File: src/rtl/video_ctrl_pkg.sv
// Shared types and constants for the video daisy-chain run-time controller.
package video_ctrl_pkg;

   localparam int unsigned H_DISPLAY     = 640;
   localparam int unsigned V_DISPLAY     = 480;
   localparam int unsigned SPRITE_HSIZE  = 32;
   localparam int unsigned SPRITE_VSIZE  = 32;
   localparam int unsigned DWELL_DEFAULT = 120;

   localparam int unsigned H_SIZE = 10;
   localparam int unsigned V_SIZE = 10;
   localparam int unsigned CSR_AW = 3;
   localparam int unsigned CSR_DW = 32;
   localparam int unsigned CNT_W  = 16;
   localparam int unsigned BYP_W  = 4;

   localparam int unsigned PIKA_RST = 32;
   localparam int unsigned PAC_RST  = 64;

   localparam logic [CSR_AW-1:0] ADDR_CTRL   = 3'd0;
   localparam logic [CSR_AW-1:0] ADDR_DWELL  = 3'd1;
   localparam logic [CSR_AW-1:0] ADDR_PIKA   = 3'd2;
   localparam logic [CSR_AW-1:0] ADDR_PAC    = 3'd3;
   localparam logic [CSR_AW-1:0] ADDR_STATUS = 3'd4;

   localparam int unsigned CTRL_AUTO_BIT = 0;
   localparam int unsigned CTRL_MASK_LSB = 1;

   // Bypass bit order {gray, pacman, pikachu, bar}
   localparam logic [BYP_W-1:0] MASK_BAR  = 4'b1110;
   localparam logic [BYP_W-1:0] MASK_SPR1 = 4'b1100;
   localparam logic [BYP_W-1:0] MASK_SPR2 = 4'b1000;
   localparam logic [BYP_W-1:0] MASK_GRAY = 4'b0000;

   typedef enum logic [2:0] {
      ST_MANUAL = 3'd0,
      ST_BAR    = 3'd1,
      ST_SPR1   = 3'd2,
      ST_SPR2   = 3'd3,
      ST_GRAY   = 3'd4
   } state_e;

   typedef struct packed {
      logic [V_SIZE-1:0] y;
      logic [H_SIZE-1:0] x;
   } anchor_t;

   function automatic state_e next_auto(input state_e s);
      case (s)
         ST_BAR:  return ST_SPR1;
         ST_SPR1: return ST_SPR2;
         ST_SPR2: return ST_GRAY;
         default: return ST_BAR;
      endcase
   endfunction

   function automatic logic [BYP_W-1:0] auto_mask(input state_e s);
      case (s)
         ST_BAR:  return MASK_BAR;
         ST_SPR1: return MASK_SPR1;
         ST_SPR2: return MASK_SPR2;
         ST_GRAY: return MASK_GRAY;
         default: return MASK_GRAY;
      endcase
   endfunction

endpackage

File: src/rtl/video_sprite_bouncer.sv
// One axis of a bouncing sprite anchor: position plus direction, reflecting at 0 and LIMIT.
module video_sprite_bouncer
   import video_ctrl_pkg::*;
#(
   parameter int unsigned W       = H_SIZE,
   parameter int unsigned LIMIT   = H_DISPLAY - SPRITE_HSIZE,
   parameter int unsigned RST_POS = 0
) (
   input  logic         clk,
   input  logic         rst,
   input  logic         load,
   input  logic [W-1:0] load_val,
   input  logic         step,
   output logic [W-1:0] pos
);

   logic [W-1:0] pos_q, pos_d;
   logic         dir_neg_q, dir_neg_d;

   // A load replaces the position but keeps the current direction
   always_comb begin
      pos_d     = pos_q;
      dir_neg_d = dir_neg_q;
      if (load) begin
         pos_d = load_val;
      end else if (step) begin
         if (!dir_neg_q) begin
            if (pos_q >= W'(LIMIT)) begin
               dir_neg_d = 1'b1;
               pos_d     = pos_q - W'(1);
            end else begin
               pos_d = pos_q + W'(1);
            end
         end else begin
            if (pos_q == '0) begin
               dir_neg_d = 1'b0;
               pos_d     = pos_q + W'(1);
            end else begin
               pos_d = pos_q - W'(1);
            end
         end
      end
   end

   always_ff @(posedge clk or posedge rst) begin
      if (rst) begin
         pos_q     <= W'(RST_POS);
         dir_neg_q <= 1'b0;
      end else begin
         pos_q     <= pos_d;
         dir_neg_q <= dir_neg_d;
      end
   end

   assign pos = pos_q;

endmodule

File: src/rtl/video_daisy_ctrl.sv
// Run-time controller for the video daisy chain: CSR shadows committed on unstalled frame_start.
// Optional feature: VIDEO_DAISY_CTRL_BOUNCE_EN makes the pikachu anchor bounce around the screen.
module video_daisy_ctrl
   import video_ctrl_pkg::*;
(
   input  logic              sys_clk,
   input  logic              sys_rst,
   input  logic              stall,
   input  logic              frame_start,
   input  logic              csr_we,
   input  logic              csr_rd,
   input  logic [CSR_AW-1:0] csr_addr,
   input  logic [CSR_DW-1:0] csr_wdata,
   output logic [CSR_DW-1:0] csr_rdata,
   output logic              bar_core_bypass,
   output logic              pikachu_core_bypass,
   output logic              pacman_core_bypass,
   output logic              rgb2gray_core_bypass,
   output logic [H_SIZE-1:0] pikachu_x0,
   output logic [V_SIZE-1:0] pikachu_y0,
   output logic [H_SIZE-1:0] pacman_x0,
   output logic [V_SIZE-1:0] pacman_y0
);

   logic commit, wr_ctrl, wr_dwell, wr_pika, wr_pac;
   assign commit   = frame_start & ~stall;
   assign wr_ctrl  = csr_we && (csr_addr == ADDR_CTRL);
   assign wr_dwell = csr_we && (csr_addr == ADDR_DWELL);
   assign wr_pika  = csr_we && (csr_addr == ADDR_PIKA);
   assign wr_pac   = csr_we && (csr_addr == ADDR_PAC);

   anchor_t pika_shadow;

`ifdef VIDEO_DAISY_CTRL_BOUNCE_EN
   logic [H_SIZE-1:0] bounce_x;
   logic [V_SIZE-1:0] bounce_y;

   video_sprite_bouncer #(.W(H_SIZE), .LIMIT(H_DISPLAY - SPRITE_HSIZE), .RST_POS(PIKA_RST)) u_bounce_x (
      .clk(sys_clk), .rst(sys_rst), .load(wr_pika), .load_val(csr_wdata[H_SIZE-1:0]),
      .step(commit), .pos(bounce_x));

   video_sprite_bouncer #(.W(V_SIZE), .LIMIT(V_DISPLAY - SPRITE_VSIZE), .RST_POS(PIKA_RST)) u_bounce_y (
      .clk(sys_clk), .rst(sys_rst), .load(wr_pika), .load_val(csr_wdata[16 +: V_SIZE]),
      .step(commit), .pos(bounce_y));

   assign pika_shadow = '{y: bounce_y, x: bounce_x};
`else
   anchor_t pika_q, pika_d;

   always_comb begin
      pika_d = pika_q;
      if (wr_pika) pika_d = '{y: csr_wdata[16 +: V_SIZE], x: csr_wdata[H_SIZE-1:0]};
   end

   always_ff @(posedge sys_clk or posedge sys_rst) begin
      if (sys_rst) pika_q <= '{y: V_SIZE'(PIKA_RST), x: H_SIZE'(PIKA_RST)};
      else         pika_q <= pika_d;
   end

   assign pika_shadow = pika_q;
`endif

   logic              auto_en_q, auto_en_d;
   logic [BYP_W-1:0]  mask_q, mask_d, bypass_q, bypass_d;
   logic [CNT_W-1:0]  dwell_q, dwell_d, dwell_cnt_q, dwell_cnt_d, frame_cnt_q, frame_cnt_d;
   anchor_t           pac_q, pac_d, pika_out_q, pika_out_d, pac_out_q, pac_out_d;
   state_e            state_q, state_d;
   logic [CSR_DW-1:0] rdata_q, rdata_d;
   logic              dwell_last;

   // A DWELL of 0 behaves like 1: every commit advances
   assign dwell_last = (dwell_q == '0) || (dwell_cnt_q >= dwell_q - CNT_W'(1));

   always_comb begin
      auto_en_d   = auto_en_q;
      mask_d      = mask_q;
      dwell_d     = dwell_q;
      pac_d       = pac_q;
      bypass_d    = bypass_q;
      pika_out_d  = pika_out_q;
      pac_out_d   = pac_out_q;
      state_d     = state_q;
      dwell_cnt_d = dwell_cnt_q;
      frame_cnt_d = frame_cnt_q;
      rdata_d     = rdata_q;

      if (wr_ctrl) begin
         auto_en_d = csr_wdata[CTRL_AUTO_BIT];
         mask_d    = csr_wdata[CTRL_MASK_LSB +: BYP_W];
      end
      if (wr_dwell) dwell_d = csr_wdata[CNT_W-1:0];
      if (wr_pac)   pac_d   = '{y: csr_wdata[16 +: V_SIZE], x: csr_wdata[H_SIZE-1:0]};

      // Commit uses the shadow contents from before this edge
      if (commit) begin
         frame_cnt_d = frame_cnt_q + CNT_W'(1);
         pika_out_d  = pika_shadow;
         pac_out_d   = pac_q;
         if (!auto_en_q) begin
            state_d     = ST_MANUAL;
            bypass_d    = mask_q;
            dwell_cnt_d = '0;
         end else if (state_q == ST_MANUAL) begin
            state_d     = ST_BAR;
            bypass_d    = MASK_BAR;
            dwell_cnt_d = '0;
         end else if (dwell_last) begin
            state_d     = next_auto(state_q);
            bypass_d    = auto_mask(next_auto(state_q));
            dwell_cnt_d = '0;
         end else begin
            bypass_d    = auto_mask(state_q);
            dwell_cnt_d = dwell_cnt_q + CNT_W'(1);
         end
      end
      if (wr_dwell) dwell_cnt_d = '0;

      if (csr_rd) begin
         case (csr_addr)
            ADDR_CTRL:   rdata_d = {27'd0, mask_q, auto_en_q};
            ADDR_DWELL:  rdata_d = {16'd0, dwell_q};
            ADDR_PIKA:   rdata_d = {6'd0, pika_shadow.y, 6'd0, pika_shadow.x};
            ADDR_PAC:    rdata_d = {6'd0, pac_q.y, 6'd0, pac_q.x};
            ADDR_STATUS: rdata_d = {frame_cnt_q, 13'd0, state_q};
            default:     rdata_d = '0;
         endcase
      end
   end

   always_ff @(posedge sys_clk or posedge sys_rst) begin
      if (sys_rst) begin
         auto_en_q   <= 1'b0;
         mask_q      <= '0;
         dwell_q     <= CNT_W'(DWELL_DEFAULT);
         pac_q       <= '{y: V_SIZE'(PAC_RST), x: H_SIZE'(PAC_RST)};
         bypass_q    <= '0;
         pika_out_q  <= '{y: V_SIZE'(PIKA_RST), x: H_SIZE'(PIKA_RST)};
         pac_out_q   <= '{y: V_SIZE'(PAC_RST), x: H_SIZE'(PAC_RST)};
         state_q     <= ST_MANUAL;
         dwell_cnt_q <= '0;
         frame_cnt_q <= '0;
         rdata_q     <= '0;
      end else begin
         auto_en_q   <= auto_en_d;
         mask_q      <= mask_d;
         dwell_q     <= dwell_d;
         pac_q       <= pac_d;
         bypass_q    <= bypass_d;
         pika_out_q  <= pika_out_d;
         pac_out_q   <= pac_out_d;
         state_q     <= state_d;
         dwell_cnt_q <= dwell_cnt_d;
         frame_cnt_q <= frame_cnt_d;
         rdata_q     <= rdata_d;
      end
   end

   logic unused_wdata;
   assign unused_wdata = ^csr_wdata[31:26];

   assign csr_rdata            = rdata_q;
   assign bar_core_bypass      = bypass_q[0];
   assign pikachu_core_bypass  = bypass_q[1];
   assign pacman_core_bypass   = bypass_q[2];
   assign rgb2gray_core_bypass = bypass_q[3];
   assign pikachu_x0           = pika_out_q.x;
   assign pikachu_y0           = pika_out_q.y;
   assign pacman_x0            = pac_out_q.x;
   assign pacman_y0            = pac_out_q.y;

endmodule

File: config.mk
export PLATFORM = sky130hd
export DESIGN_NAME = video_daisy_ctrl
export DESIGN_NICKNAME = d
export VERILOG_FILES = /design/src/rtl/video_ctrl_pkg.sv /design/src/rtl/video_sprite_bouncer.sv /design/src/rtl/video_daisy_ctrl.sv
export SDC_FILE = /design/constraint.sdc
export NUM_CORES = 1
export LEC_CHECK = 0
export ABC_AREA = 1
export BUFFER_PORTS_ARGS = -buffer_cell sky130_fd_sc_hd__buf_2
export CAP_MARGIN = 10
export CORE_ASPECT_RATIO = 1.75
export CORE_MARGIN = 1
export CORE_UTILIZATION = 30
export CTS_CLUSTER_DIAMETER = 40
export DETAILED_ROUTE_END_ITERATION = 6
export GPL_TIMING_DRIVEN = 0
export PLACE_DENSITY = 0.47
export SYNTH_ARGS = -nofsm -noshare
export SYNTH_HDL_FRONTEND = slang
export SYNTH_SLANG_ARGS = --single-unit
File: constraint.sdc
create_clock -name sys_clk -period 6.3 [get_ports sys_clk]
set_clock_uncertainty 0.2 [all_clocks]
set_input_delay 1.26 -clock sys_clk [delete_from_list [all_inputs] [get_ports sys_clk]]
set_output_delay 1.26 -clock sys_clk [all_outputs]
set_load 0.005 [all_outputs]
== Yosys cells after proc, flatten, opt, wreduce, memory -nomap -nowiden ==
Index checks and enable logic that the tools add are counted.

* Output and inout bits: 76
* Input bits: 41
* Bits in registers: 172
* Word-level logic and storage cells: 61

* Muxes and demuxes: 18
* Reductions and logical operators: 10
* Bitwise gates (word level): 2
* $add $sub $neg: 3
* Eq/ne operators: 11
* Order comparisons: 1

{| class="wikitable"
|+ Operators by type and width
! operator !! number
|-
| one-hot mux 32 bit (5 select lines) || 1
|-
| two-way mux 16 bit || 5
|-
| adder 16 x 1 -> 16 bit, second input constant || 2
|-
| one-hot mux 4 bit (3 select lines) || 2
|-
| == test 3 x 2 -> 1 bit, second input constant || 6
|-
| two-way mux 3 bit || 6
|-
| greater-or-equal comparator 16 bit || 1
|-
| zero test 16 bit || 1
|-
| subtractor 16 x 1 -> 16 bit, second input constant || 1
|-
| two-way mux 4 bit || 3
|-
| == test 3 x 1 -> 1 bit, second input constant || 3
|-
| one-hot mux 3 bit (3 select lines) || 1
|-
| zero test 3 bit || 2
|-
| logical AND 1 bit || 4
|-
| == test 3 bit, second input constant || 1
|-
| != test 3 x 1 -> 1 bit, second input constant || 1
|-
| AND reduction 2 bit || 1
|-
| nonzero test 2 bit || 1
|-
| bitwise AND 1 bit || 1
|-
| logical OR 1 bit || 1
|-
| NOT 1 bit || 1
|}

== Longest topological paths before layout ==
Gate-level depths: netlist of the first run.

* Word-level depth: 12
* Mapped depth: 22
* Mapped depth without buffers: 22

== Least setup slack after synthesis of the first run ==
OpenSTA, ideal clock, no wires.

* Path kind: reg-to-reg
* From: reg dwell_q[0]
* To: reg dwell_cnt_q[10]
* Path slack: 3.404 ns
* Buffers on the path: 1
* Required time: 6.018 ns
* Setup time: 0.082 ns
* Clock period less this slack: 2.896 ns
* Cell stages (with the launch flop): 22
* Data arrival time: 2.614 ns
* Cell sequence: dfrtp_1 -> inv_1 -> ha_1 -> nand2_2 -> nor3_4 -> nand2_1 -> nor4_1 -> xor2_1 -> inv_1 -> ha_1 -> nand2_1 -> inv_1 -> nand2_1 -> nand2_1 -> a21oi_1 -> nand2_1 -> inv_2 -> nand2_2 -> inv_2 -> nand3_2 -> buf_6 -> o22ai_1

* Word-level cells in the longest chain between the ends: 8
* Elaborated cells on any way between the ends: 9
* Those cells by class: 1 x add/sub; 1 x order compare; 5 x mux; 2 x reduce/logical

{| class="wikitable"
|+ Ends and longest elaborated chain
! item !! RTL line !! text
|-
| from (decl) || video_daisy_ctrl.sv:65 || <nowiki>logic [CNT_W-1:0] dwell_q, dwell_d, dwell_cnt_q, dwell_cnt_d, frame_cnt_q, frame_cnt_d;</nowiki>
|-
| from (signal assigned) || video_daisy_ctrl.sv:134 || <nowiki>dwell_q <= CNT_W'(DWELL_DEFAULT);</nowiki>
|-
| from (signal assigned) || video_daisy_ctrl.sv:146 || <nowiki>dwell_q <= dwell_d;</nowiki>
|-
| subtractor 16 x 1 -> 16 bit || video_daisy_ctrl.sv:72 || <nowiki>assign dwell_last = (dwell_q == '0) || (dwell_cnt_q >= dwell_q - CNT_W'(1));</nowiki>
|-
| greater-or-equal comparator 16 bit || video_daisy_ctrl.sv:72 ||
|-
| logical OR 1 bit * || video_daisy_ctrl.sv:72 ||
|-
| two-way mux 16 bit * || video_daisy_ctrl.sv:107 || <nowiki>end else if (dwell_last) begin</nowiki>
|-
| two-way mux 16 bit * || video_daisy_ctrl.sv:103 || <nowiki>end else if (state_q == ST_MANUAL) begin</nowiki>
|-
| two-way mux 16 bit * || video_daisy_ctrl.sv:99 || <nowiki>if (!auto_en_q) begin</nowiki>
|-
| two-way mux 16 bit * || video_daisy_ctrl.sv:95 || <nowiki>if (commit) begin</nowiki>
|-
| two-way mux 16 bit * || video_daisy_ctrl.sv:116 || <nowiki>if (wr_dwell) dwell_cnt_d = '0;</nowiki>
|-
| to (signal assigned) || video_daisy_ctrl.sv:152 || <nowiki>dwell_cnt_q <= dwell_cnt_d;</nowiki>
|-
| to (decl) || video_daisy_ctrl.sv:65 ||
|}

Mark *: on every way between the ends. The rest lies on a longest branch, timed or not. The select of a mux whose other input is x is not followed.
A chain may end at the register's enable or synchronous reset.

== Worst setup path after layout of the first run ==
* From: reg dwell_q[0]
* To: reg dwell_cnt_q[8]

The elaborated chain is that of the path after synthesis.

==> impl_results.md, run 1 <==
- Status: finished, final reports clean
- Tot Pwr: 3.108 mW
- Initial DRC Count: 297
- Final hold violations: 0
- Area grow syn2layout: 19.58%
- CTS Sinks: between 150 and 200
- Setup-failing EPs final: 0
- Sequential area share after synthesis: 52.92%
- Grt ovf: 0
- Synth warn: 0
- Power Internal: around 2.2 mW
- Layout cells sized above 1: about a fifth
- Port buffer count: 109
- Most numerous cell in the Yosys netlist: nand2_1
- Mapped Nets: 997
- Max Cap Violations: 0
- Pwr dens: around 320 nW/um^2
- Width of the die: 126.7 um
- Worst vdd ir: 187.5 uV
- Top cells by count, synth: 231 x nand2_1, 160 x dfrtp_1, 139 x inv_1, 124 x o21ai_0, 47 x nor2_1
- Yosys top cell by area: dfrtp_1
- Clk Latency, worst-skew pair: around 0.45 ns
- Worst rel slew slack: 35.71%
- Final std cells w/o fill: 1403
- Psw: about 0.94 mW
- Synth Flop Type: dfrtp_1
- Final Core Density: a little over a third
- DIE AREA: between 20000 and 30000 um^2
- H-tree level count: 4
- Fraction of registers with async set/reset: 100.0%
- First-pass GRT wire length: a little under 40000 um
- Sequential power share: 46.1%
- Yosys top cell area share: 49.06%
- Initial antenna violation count: 0
- Placed Cells: roughly 1400
- Total Wirelength: 24880 um
- Worst hold path type: reg2reg
- Post-Route M1 WL: 9496 um
- Worst endpoint required time: 6.46 ns
- Worst-path fanout max: 10
- Hold-fix buffers at CTS: 0
- Initial core utilization: 30.58%
- Final critical-path required period: 3.452 ns
- Leak pwr: 4.879 nW
- Critical Path Source Type: register
- Via-to-Cell Ratio: 4.722
- Slew Limit Fails: 0
- Core area: 26690 um^2
- Clock root cell: clkbuf_16
- Final nets: approximately 1100
- DRC: 0
- # rows: roughly 80
- Crit. End Element: register
- Worst-Margin Slew: 0.9570 ns
- Critical Path AT: roughly 3.6 ns
- Gate power share: 17.7%
- Total GRT Usage: 18.94%
- RSZ-0062 raised after global routing: false
- Fmax: about 290 MHz
- Postcts setup bufs: 0
- Gate Count Post-Synth: 937
- Clock tree buffer depth: 2
- ANT nets after route: 0
- Clock-pin transition on the worst setup and hold timing paths: 0.07 ns
- Vias: 6625
- EDFF count, synth: 0
- Critical path class: reg2reg
- Post_cts resized: 0
- DP HPWL: around 19000 um
- Detailed-router iteration count before antenna repair: 4
- DR WL/cell: 17.73 um
- Gpl congestion: roughly 0.78
- WL met3: 730 um
- I/O pin total: 117
- Synthesis-stage register bit count: 172
- TritonCTS clock tree: built
- Syn avg cell area: about 8.7 um^2
- Clock buffer count from CTS: 17
- Number of global-route vias before repair: ~7000
- Post-synthesis cell type count: 37
- Largest cells by area after synthesis: dfrtp_1 49%, nand2_1 11%, o21ai_0 7.6%, inv_1 6.4%, dfstp_2 3.9%
- Metal2 WL: 13770 um
- Sw Ratio: 30.38%
- Largest net degree at the start of global routing: 113
- Clk pwr share: a little over a third
- Die Y: 220.2 um
- Post-synthesis cell area: 8162 um^2
- Tcrit/Tclk final: 54.79%
- Uppermost routed layer: met4
- N_diodes: 0
==> area by class of cell <==
class,count,area (um^2)
clock buffers,22,474.2
repair buffers,110,573.1
multi-input cells,589,3168
fillers,2836,16930
plain buffers,33,137.6
clock inverters,10,137.6
flip-flops and latches,172,4319
inverters,143,544.3
well taps,324,405.4
==> cells in the final DEF, fill, tap and decap left out, types with 12 or more instances in the layout <==
master and n:
a21oi_1 16, ha_1 19, clkbuf_1 28, xor2_1 29, clkbuf_16 17, dfstp_2 12, nor2_1 47, buf_2 114
o22ai_1 18, mux2_2 12, nand2_1 231, inv_1 138, nand3_1 25, o21ai_0 124, dfrtp_1 160
==> state kept, by name, summed over array words and instances (netlist names) <==
signal,cells
csr_rdata,32
pac_q,20
pika_q,20
dwell_cnt_q,16
dwell_q,16
frame_cnt_q,16
pacman_x0,10
pacman_y0,10
pikachu_x0,10
pikachu_y0,10
bypass_q,4
mask_q,4
state_q,3
auto_en_q,1
==> cells by family after synthesis <==
| group | count (synthesis) | share of synthesized area [%] |
|---|---|---|
| simple gates | 348 | 18.78 |
| buf+inv | 176 | 8.263 |
| compound gates | 175 | 11.71 |
| flops | 172 | 52.92 |
| xor+xnor | 35 | 3.756 |
| fa+ha+maj | 19 | 2.913 |
| mux | 12 | 1.656 |
==> worst max-delay path: stages, from the launching register on <==
cell	delay [ns]
dfrtp_1	0.40
inv_1	0.13
ha_1	0.22
nand2_2	0.12
nor3_4	0.20
nand2_1	0.14
nor4_1	0.24
xor2_1	0.17
inv_1	0.06
ha_1	0.27
nand2_1	0.10
inv_1	0.05
nand2_1	0.05
nand2_1	0.05
a21oi_1	0.11
nand2_1	0.13
inv_2	0.10
nand2_2	0.06
inv_2	0.11
nand3_2	0.14
buf_6	0.19
o22ai_1	0.11
==> per-layer routing <==
layer	up-vias	track usage [%]
met5	-	0
met4	0	9.087
met3	37	3.240
met2	112	36.26
met1	3224	19.93
li1	3252	-
==> power by group through the flow <==
stage / Clock (mW) / Combinational (mW) / Sequential, mW
2_1_floorplan: 0 / 0.346 / 1.42
3_3_place_gp: 0 / 0.548 / 1.45
3_5_place_dp: 0 / 0.562 / 1.45
4_1_cts: 1.15 / 0.564 / 1.44
5_1_grt: 1.18 / 0.642 / 1.46
6_report: 1.12 / 0.549 / 1.43
==> metrics by stage <==
step	setup TNS (ns)	hold WS [ns]	worst slack [ns]	instance area, um^2
after global routing	0	0.2953	2.524	9759
after detailed placement	0	0.2641	2.808	9148
final	0	0.2754	2.848	9759
after floorplan	0	0.2460	0.1997	8162
after CTS	0	0.2827	2.779	9759
after global placement	-372.49	0.2625	-2.340	9112
==> worst paths after layout <==
path	depth (start not counted)	start	end	slack [ns]
max	21	dwell_q[0]	dwell_cnt_q[8]	2.85
min	2	pacman_y0[8]	pacman_y0[8]	0.28
max reg2reg	21	dwell_q[0]	dwell_cnt_q[8]	2.85
min reg2reg	2	pacman_y0[8]	pacman_y0[8]	0.28
max in group asynchronous	3	sys_rst	bypass_q[0]	4.28
min in group asynchronous	2	sys_rst	csr_rdata[13]	0.65
Note: power is estimated with default switching activity, not from simulation.
==> inputs of run 2 (changes only) <==
- clock period: 6.3 -> 3 ns (I/O delays scaled with it)
==> run 2 against run 1 <==
- core utilization rose by 1.8 points
- first-iteration DRC count decreased by 12%
- largest cell class unchanged
- sequential power grew 110%
- die area unchanged
- combinational power grew 130%
- flip-flop and latch count unchanged
- register-to-register slack got worse by 2.9 ns
- global-route usage grew 0.35 points
- critical path depth shrank 1
- maximum frequency up 12%
- the run now ends with setup timing left
- final area rose by 4.9%
==> impl_results.md, run 2 (synthesis results as in run 1) <==
- Initial core utilization: 30.58% (unchanged)
- Clock-pin transition on the worst setup and hold timing paths: 0.07 ns (about the same)
- # rows: 79 (unchanged)
- Min Hold Slack: 0.1124 ns (was 0.2754 ns)
- Worst-Margin Slew: 1.023 ns (was 0.9570 ns)
- DRC: 0 (unchanged)
- Largest net degree at the start of global routing: 39 (was 113)
- DP HPWL: 19200 um (was 19030 um)
- Clock root cell: clkbuf_16 (unchanged)
- ANT nets after route: 0 (unchanged)
- M1 GR Usage: 20.36% (was 19.93%)
- Grt ovf: 0 (unchanged)
- FF-to-FF End: bypass_q[1] (was dwell_cnt_q[8])
- Status: complete, but fails checks (was finished, final reports clean)
- Global Route met3 Usage: 3.046% (was 3.240%)
- First-pass GRT wire length: 39210 um (was 38910 um)
- Detailed-router iteration count before antenna repair: 4 (unchanged)
- GRT busiest layer: met2 (unchanged)
- Setup-failing EPs final: 20 (was 0)
- Width of the die: 126.7 um (unchanged)
- I/O pin total: 117 (unchanged)
- Worst-path fanout max: 4 (was 10)
- Final critical-path required period: 3.074 ns (was 3.452 ns)
- Initial antenna violation count: 0 (unchanged)
- DIE AREA: 27900 um^2 (unchanged)
- Via-to-Cell Ratio: 4.700 (was 4.722)
- Tcrit/Tclk final: 102.5% (was 54.79%)
- Core area: 26690 um^2 (unchanged)
- Die Y: 220.2 um (unchanged)
- Design area: 10240 um^2 (was 9759 um^2)
- Slew Limit Fails: 0 (unchanged)
- N_diodes: 0 (unchanged)
- Clock buffer count from CTS: 17 (unchanged)
- Total Wirelength: 25240 um (was 24880 um)
- Met2 Usage GRT: 36.89% (was 36.26%)
- Final hold violations: 0 (unchanged)
- Commonest non-fill, non-tap cell in the layout: nand2_1 (unchanged)
- Vias: 6688 (was 6625)
- Worst endpoint required time: 3.14 ns (was 6.46 ns)
- Layout cells sized above 1: 24.11% (was 18.72%)
- RSZ-0062 raised after global routing: true (was false)
- Placed Cells: 1374 (was 1371)
- Final std cells w/o fill: 1423 (was 1403)
- Worst rel slew slack: 31.29% (was 35.71%)
- Fmax: 325.3 MHz (was 289.7 MHz)
- DR WL/cell: 17.74 um (was 17.73 um)
- Worst setup margin: -0.07433 ns (was 2.848 ns)
- Leak pwr: 5.049 nW (was 4.879 nW)
- Final nets: 1147 (was 1126)
- Pwr dens: 652.3 nW/um^2 (was 318.4 nW/um^2)
- Max Cap Violations: 0 (unchanged)
- Area after DPL: 9196 um^2 (was 9148 um^2)
- TritonCTS clock tree: built (unchanged)
- Total GRT Usage: 19.29% (was 18.94%)
- Crit. End Element: register (unchanged)
- Reg2reg start: dwell_q[1] (was dwell_q[0])
- Initial DRC Count: 261 (was 297)
- Port buffer count: 109 (unchanged)
- Area grow syn2layout: 25.46% (was 19.58%)
- Critical Path Source Type: register (unchanged)
- Setup_tns: -0.9184 ns (was 0 ns)
- Clk Latency, worst-skew pair: 0.45 ns (about the same)
- CTS Sinks: 172 (unchanged)
- Critical Path AT: 3.21 ns (was 3.61 ns)
- Critical path class: reg2reg (unchanged)
- Commonest non-fill, non-tap cells in the layout: 219 x nand2_1, 160 x dfrtp_1, 134 x inv_1, 121 x o21ai_0, 114 x buf_2 (was 231 x nand2_1, 160 x dfrtp_1, 138 x inv_1, 124 x o21ai_0, 114 x buf_2)
- H-tree level count: 4 (unchanged)
- R2r setup slk: -0.07 ns (was 2.85 ns)
- Clock tree buffer depth: 2 (unchanged)
- Failing checks: setup timing
- Max FFs per register: 32 (unchanged)
- Gpl congestion: 0.7898 (was 0.7815)
- Reg2Reg Depth: 20 (was 21)
- Worst vdd ir: 459.6 uV (was 187.5 uV)
- Worst hold path type: in2async (was reg2reg)
- Number of global-route vias before repair: 7019 (was 6938)
-- run 2: changes by cell type in the layout (fill, tap and decap cells not counted), moves of 8 or more --
cell | previous run | this run
o22ai_1 | 18 | 9
nand2_2 | 9 | 17
nand2_1 | 231 | 219
buf_4 | 0 | 16
o22ai_2 | 1 | 10
-- run 2: how the worst max path moves through the flow --
stage / start / endpoint / slack [ns]
5_1_grt: dwell_q[2] / dwell_cnt_q[3] / -0.25
3_3_place_gp: sys_rst / csr_rdata[3] / -1.36
3_5_place_dp: dwell_q[0] / dwell_cnt_q[7] / -0.58
6_report: dwell_q[1] / bypass_q[1] / -0.07
2_1_floorplan: sys_rst / auto_en_q / 0.01
4_1_cts: dwell_q[0] / dwell_cnt_q[5] / -0.18
-- run 2: routing by layer --
metal | share of wire, % | routed length (um) | vias up
li1 | - | - | 3293
met1 | 37 | 9440 | 3222
met2 | 56 | 14200 | 126
met3 | 2.7 | 691 | 47
met4 | 3.6 | 911 | 0
met5 | 0 | 0 | -
-- run 2: worst max-delay path, cell delays in order, from the launching register on --
cell	delay [ns]
dfrtp_1	0.39
inv_2	0.11
nand4_1	0.19
nor2_4	0.17
nand4_1	0.16
buf_4	0.19
xor2_1	0.13
inv_1	0.09
ha_4	0.27
nand2_2	0.04
inv_2	0.06
nand3_2	0.08
nor3_4	0.24
nand2_2	0.12
nand2_4	0.09
inv_6	0.05
buf_4	0.13
nand2_2	0.05
nand3_2	0.07
nand2_2	0.08
nand2_2	0.04
-- run 2: area by class of cell --
class	instances	area, um^2
Fill cell	2814	16450
Sequential cell	172	4319
Multi-Input combinational cell	589	3413
Timing Repair Buffer	131	784.5
Inverter	143	545.5
Clock buffer	25	525.5
Tap cell	324	405.4
Buffer	33	141.4
Clock inverter	6	105.1
-- run 2: power breakdown --
group          internal [mW]  leakage [nW]  switching [mW]
combinational          0.531          2.55           0.756
clock                   1.46         0.315           0.924
sequential              2.71          2.18           0.298
-- run 2: per-stage QoR --
| step | setup slack [ns] | power, mW | utilization (%) |
|---|---|---|---|
| 2_1_floorplan | 0.01311 | 3.710 | - |
| 3_3_place_gp | -1.357 | 4.206 | 34.16 |
| 3_5_place_dp | -0.5826 | 4.237 | 34.46 |
| 4_1_cts | -0.1767 | 6.738 | 38.02 |
| 5_1_grt | -0.2484 | 7.067 | 38.37 |
| 6_report | -0.07433 | 6.680 | 38.37 |
-- run 2: timing repair --
action	4_1_cts	5_1_grt
endpoints found under the setup margin	22	22
setup buffers	13	4
hold buffers	0	0
pin swaps	17	12
resized for setup	45	15
cloned	1	0
==> inputs of run 3 (changes only) <==
- BUFFER_PORTS_ARGS: -buffer_cell sky130_fd_sc_hd__buf_2 -> default
- CELL_PAD_IN_SITES_DETAIL_PLACEMENT: default -> 1
- CELL_PAD_IN_SITES_GLOBAL_PLACEMENT: default -> 2
- DONT_BUFFER_PORTS: default -> 1
- PLACE_DENSITY: 0.47 -> 0.65
==> run 3 against run 2 <==
- the flow still finishes with violations (setup timing)
- routed wire length up 8.3%
- final area is 5.5% lower
- critical path depth is 2 higher
- largest cell class unchanged
- highest routed layer unchanged
==> impl_results.md, run 3 (synthesis results as in run 1) <==
- H-tree level count: 4 (unchanged)
- Clk Latency, worst-skew pair: 0.45 ns (about the same)
- Post-Place Setup Slack: -0.7757 ns (was -0.5826 ns)
- RSZ-0062 raised after global routing: true (unchanged)
- Gpl congestion: 0.7450 (was 0.7898)
- Worst-path fanout max: 4 (unchanged)
- Initial antenna violation count: 0 (unchanged)
- Vias: 6388 (was 6688)
- Sequential power share: 47.2% (was 45.1%)
- Placed Cells: 1265 (was 1374)
- DR WL/cell: 20.73 um (was 17.74 um)
- Critical path class: reg2reg (unchanged)
- DIE AREA: 27900 um^2 (unchanged)
- Sw Ratio: 31.52% (was 29.61%)
- Worst hold path type: in2reg (was in2async)
- Number of global-route vias before repair: 6953 (was 7019)
- Grt ovf: 0 (unchanged)
- Initial core utilization: 30.58% (unchanged)
- Worst vdd ir: 440.3 uV (was 459.6 uV)
- Final std cells w/o fill: 1318 (was 1423)
- Tot Pwr: 6.512 mW (was 6.680 mW)
- Fmax: 311.3 MHz (was 325.3 MHz)
- Via-to-Cell Ratio: 4.847 (was 4.700)
- Setup_tns: -3.210 ns (was -0.9184 ns)
- Gate power share: 17.1% (was 19.3%)
- Clock-pin transition on the worst setup and hold timing paths: 0.07 ns (about the same)
- DRC: 0 (unchanged)
- Max Cap Violations: 0 (unchanged)
- Detailed-router iteration count before antenna repair: 4 (unchanged)
- Final critical-path required period: 3.212 ns (was 3.074 ns)
- First-pass GRT wire length: 42010 um (was 39210 um)
- Initial DRC Count: 205 (was 261)
- Port buffer count: 0 (was 109)
- Critical Path Source Type: register (unchanged)
- Worst-Margin Slew: 0.9481 ns (was 1.023 ns)
- Slew Limit Fails: 0 (unchanged)
- Commonest non-fill, non-tap cell in the layout: nand2_1 (unchanged)
- Psw: 2.053 mW (was 1.978 mW)
- Worst setup margin: -0.2120 ns (was -0.07433 ns)
- Failing checks: setup timing (unchanged)
- Setup-failing EPs final: 22 (was 20)
- Clock buffer count from CTS: 17 (unchanged)
- Final Core Density: 36.25% (was 38.37%)
- Core area: 26690 um^2 (unchanged)
- Pwr dens: 673.2 nW/um^2 (was 652.3 nW/um^2)
- I/O pin total: 117 (unchanged)
- Tcrit/Tclk final: 107.1% (was 102.5%)
- Clk pwr share: 35.7% (was 35.6%)
- Clock tree buffer depth: 2 (unchanged)
- Width of the die: 126.7 um (unchanged)
- Layout cells sized above 1: 15.39% (was 24.11%)
- # rows: 79 (unchanged)
- Leak pwr: 4.537 nW (was 5.049 nW)
- Largest net degree at the start of global routing: 39 (unchanged)
- Max FFs per register: 32 (unchanged)
- N_diodes: 0 (unchanged)
- Worst rel slew slack: 36.31% (was 31.29%)
- Total GRT Usage: 20.86% (was 19.29%)
- Crit. End Element: register (unchanged)
- CTS Sinks: 172 (unchanged)
- Power Internal: 4.460 mW (was 4.702 mW)
- Clock root cell: clkbuf_16 (unchanged)
- ANT nets after route: 0 (unchanged)
- DP HPWL: 20660 um (was 19200 um)
- Final nets: 1041 (was 1147)
- Status: complete, but fails checks (unchanged)
- Final hold violations: 0 (unchanged)
- Die Y: 220.2 um (unchanged)
- Commonest non-fill, non-tap cells in the layout: 224 x nand2_1, 160 x dfrtp_1, 134 x inv_1, 121 x o21ai_0, 44 x nor2_1 (was 219 x nand2_1, 160 x dfrtp_1, 134 x inv_1, 121 x o21ai_0, 114 x buf_2)
- Area grow syn2layout: 18.53% (was 25.46%)
- Critical Path AT: 3.41 ns (was 3.21 ns)
- Worst endpoint required time: 3.20 ns (was 3.14 ns)
- TritonCTS clock tree: built (unchanged)
- Total Wirelength: 27320 um (was 25240 um)
run 3: critical path, cell delays in order, from the launching register on:
cell and delay, ns:
dfrtp_1 0.39, inv_2 0.11, nand4_1 0.18, nor2_4 0.16
nand4_1 0.22, buf_4 0.21, xor2_1 0.12, inv_1 0.09
ha_4 0.25, nand2_2 0.05, inv_2 0.05, nand2_1 0.06
nand2_1 0.06, a21oi_2 0.17, nand2_2 0.12, inv_2 0.11
nand2_4 0.07, inv_6 0.08, nand3_4 0.12, buf_6 0.17
nor2_2 0.06, nand2_1 0.06, nand2_1 0.06
run 3: timing repair:
item | in CTS | in global routing
setup buffers | 14 | 6
gates cloned | 1 | 0
hold endpoints to repair | 24 | 0
endpoints found under the setup margin | 22 | 22
resized for setup | 34 | 24
pin swaps | 10 | 22
hold buffers | 1 | 0
run 3: per-layer routing:
layer  share of wire [%]  up-vias  global-route usage, %
met2                  57       99                  41.23
met1                  37     3193                  21.27
li1                    -     3073                      -
met4                 2.1        0                  7.698
met5                   0        -                      0
met3                 3.5       23                  4.304
run 3: cell type report:
cell class / count / area (um^2)
buffer: 33 / 141.4
clock buffer: 20 / 446.7
clock inverter: 12 / 147.6
fill: 3125 / 17010
inverter: 143 / 545.5
multi-input combinational: 589 / 3408
sequential: 172 / 4319
tap: 324 / 405.4
timing repair buffer: 25 / 260.3
run 3: power by group through the flow:
stage | sequential (mW) | clock [mW] | combinational (mW)
2_1_floorplan | 2.98 | 0 | 0.727
3_3_place_gp | 3.13 | 0 | 0.955
3_5_place_dp | 3.13 | 0 | 0.999
4_1_cts | 3.09 | 2.38 | 1.09
5_1_grt | 3.13 | 2.46 | 1.29
6_report | 3.08 | 2.32 | 1.11
run 3: path summary, 6_finish.rpt:
check | from | to | slack (ns) | depth (start not counted)
max in group asynchronous | sys_rst | pac_q[6] | 0.77 | 5
min | csr_wdata[21] | pika_q[15] | 0.09 | 2
min reg2reg | frame_cnt_q[15] | frame_cnt_q[15] | 0.27 | 1
max reg2reg | dwell_q[1] | dwell_cnt_q[15] | -0.21 | 22
min in group asynchronous | sys_rst | dwell_cnt_q[10] | 0.58 | 2
max | dwell_q[1] | dwell_cnt_q[15] | -0.21 | 22
run 3: through the flow:
step,hold slack (ns),area (um^2)
after CTS,0.07027,9540
after floorplan,0.2460,8165
after detailed placement,0.2641,8651
final,0.09194,9674
after global placement,0.2639,8571
after global routing,0.08460,9674
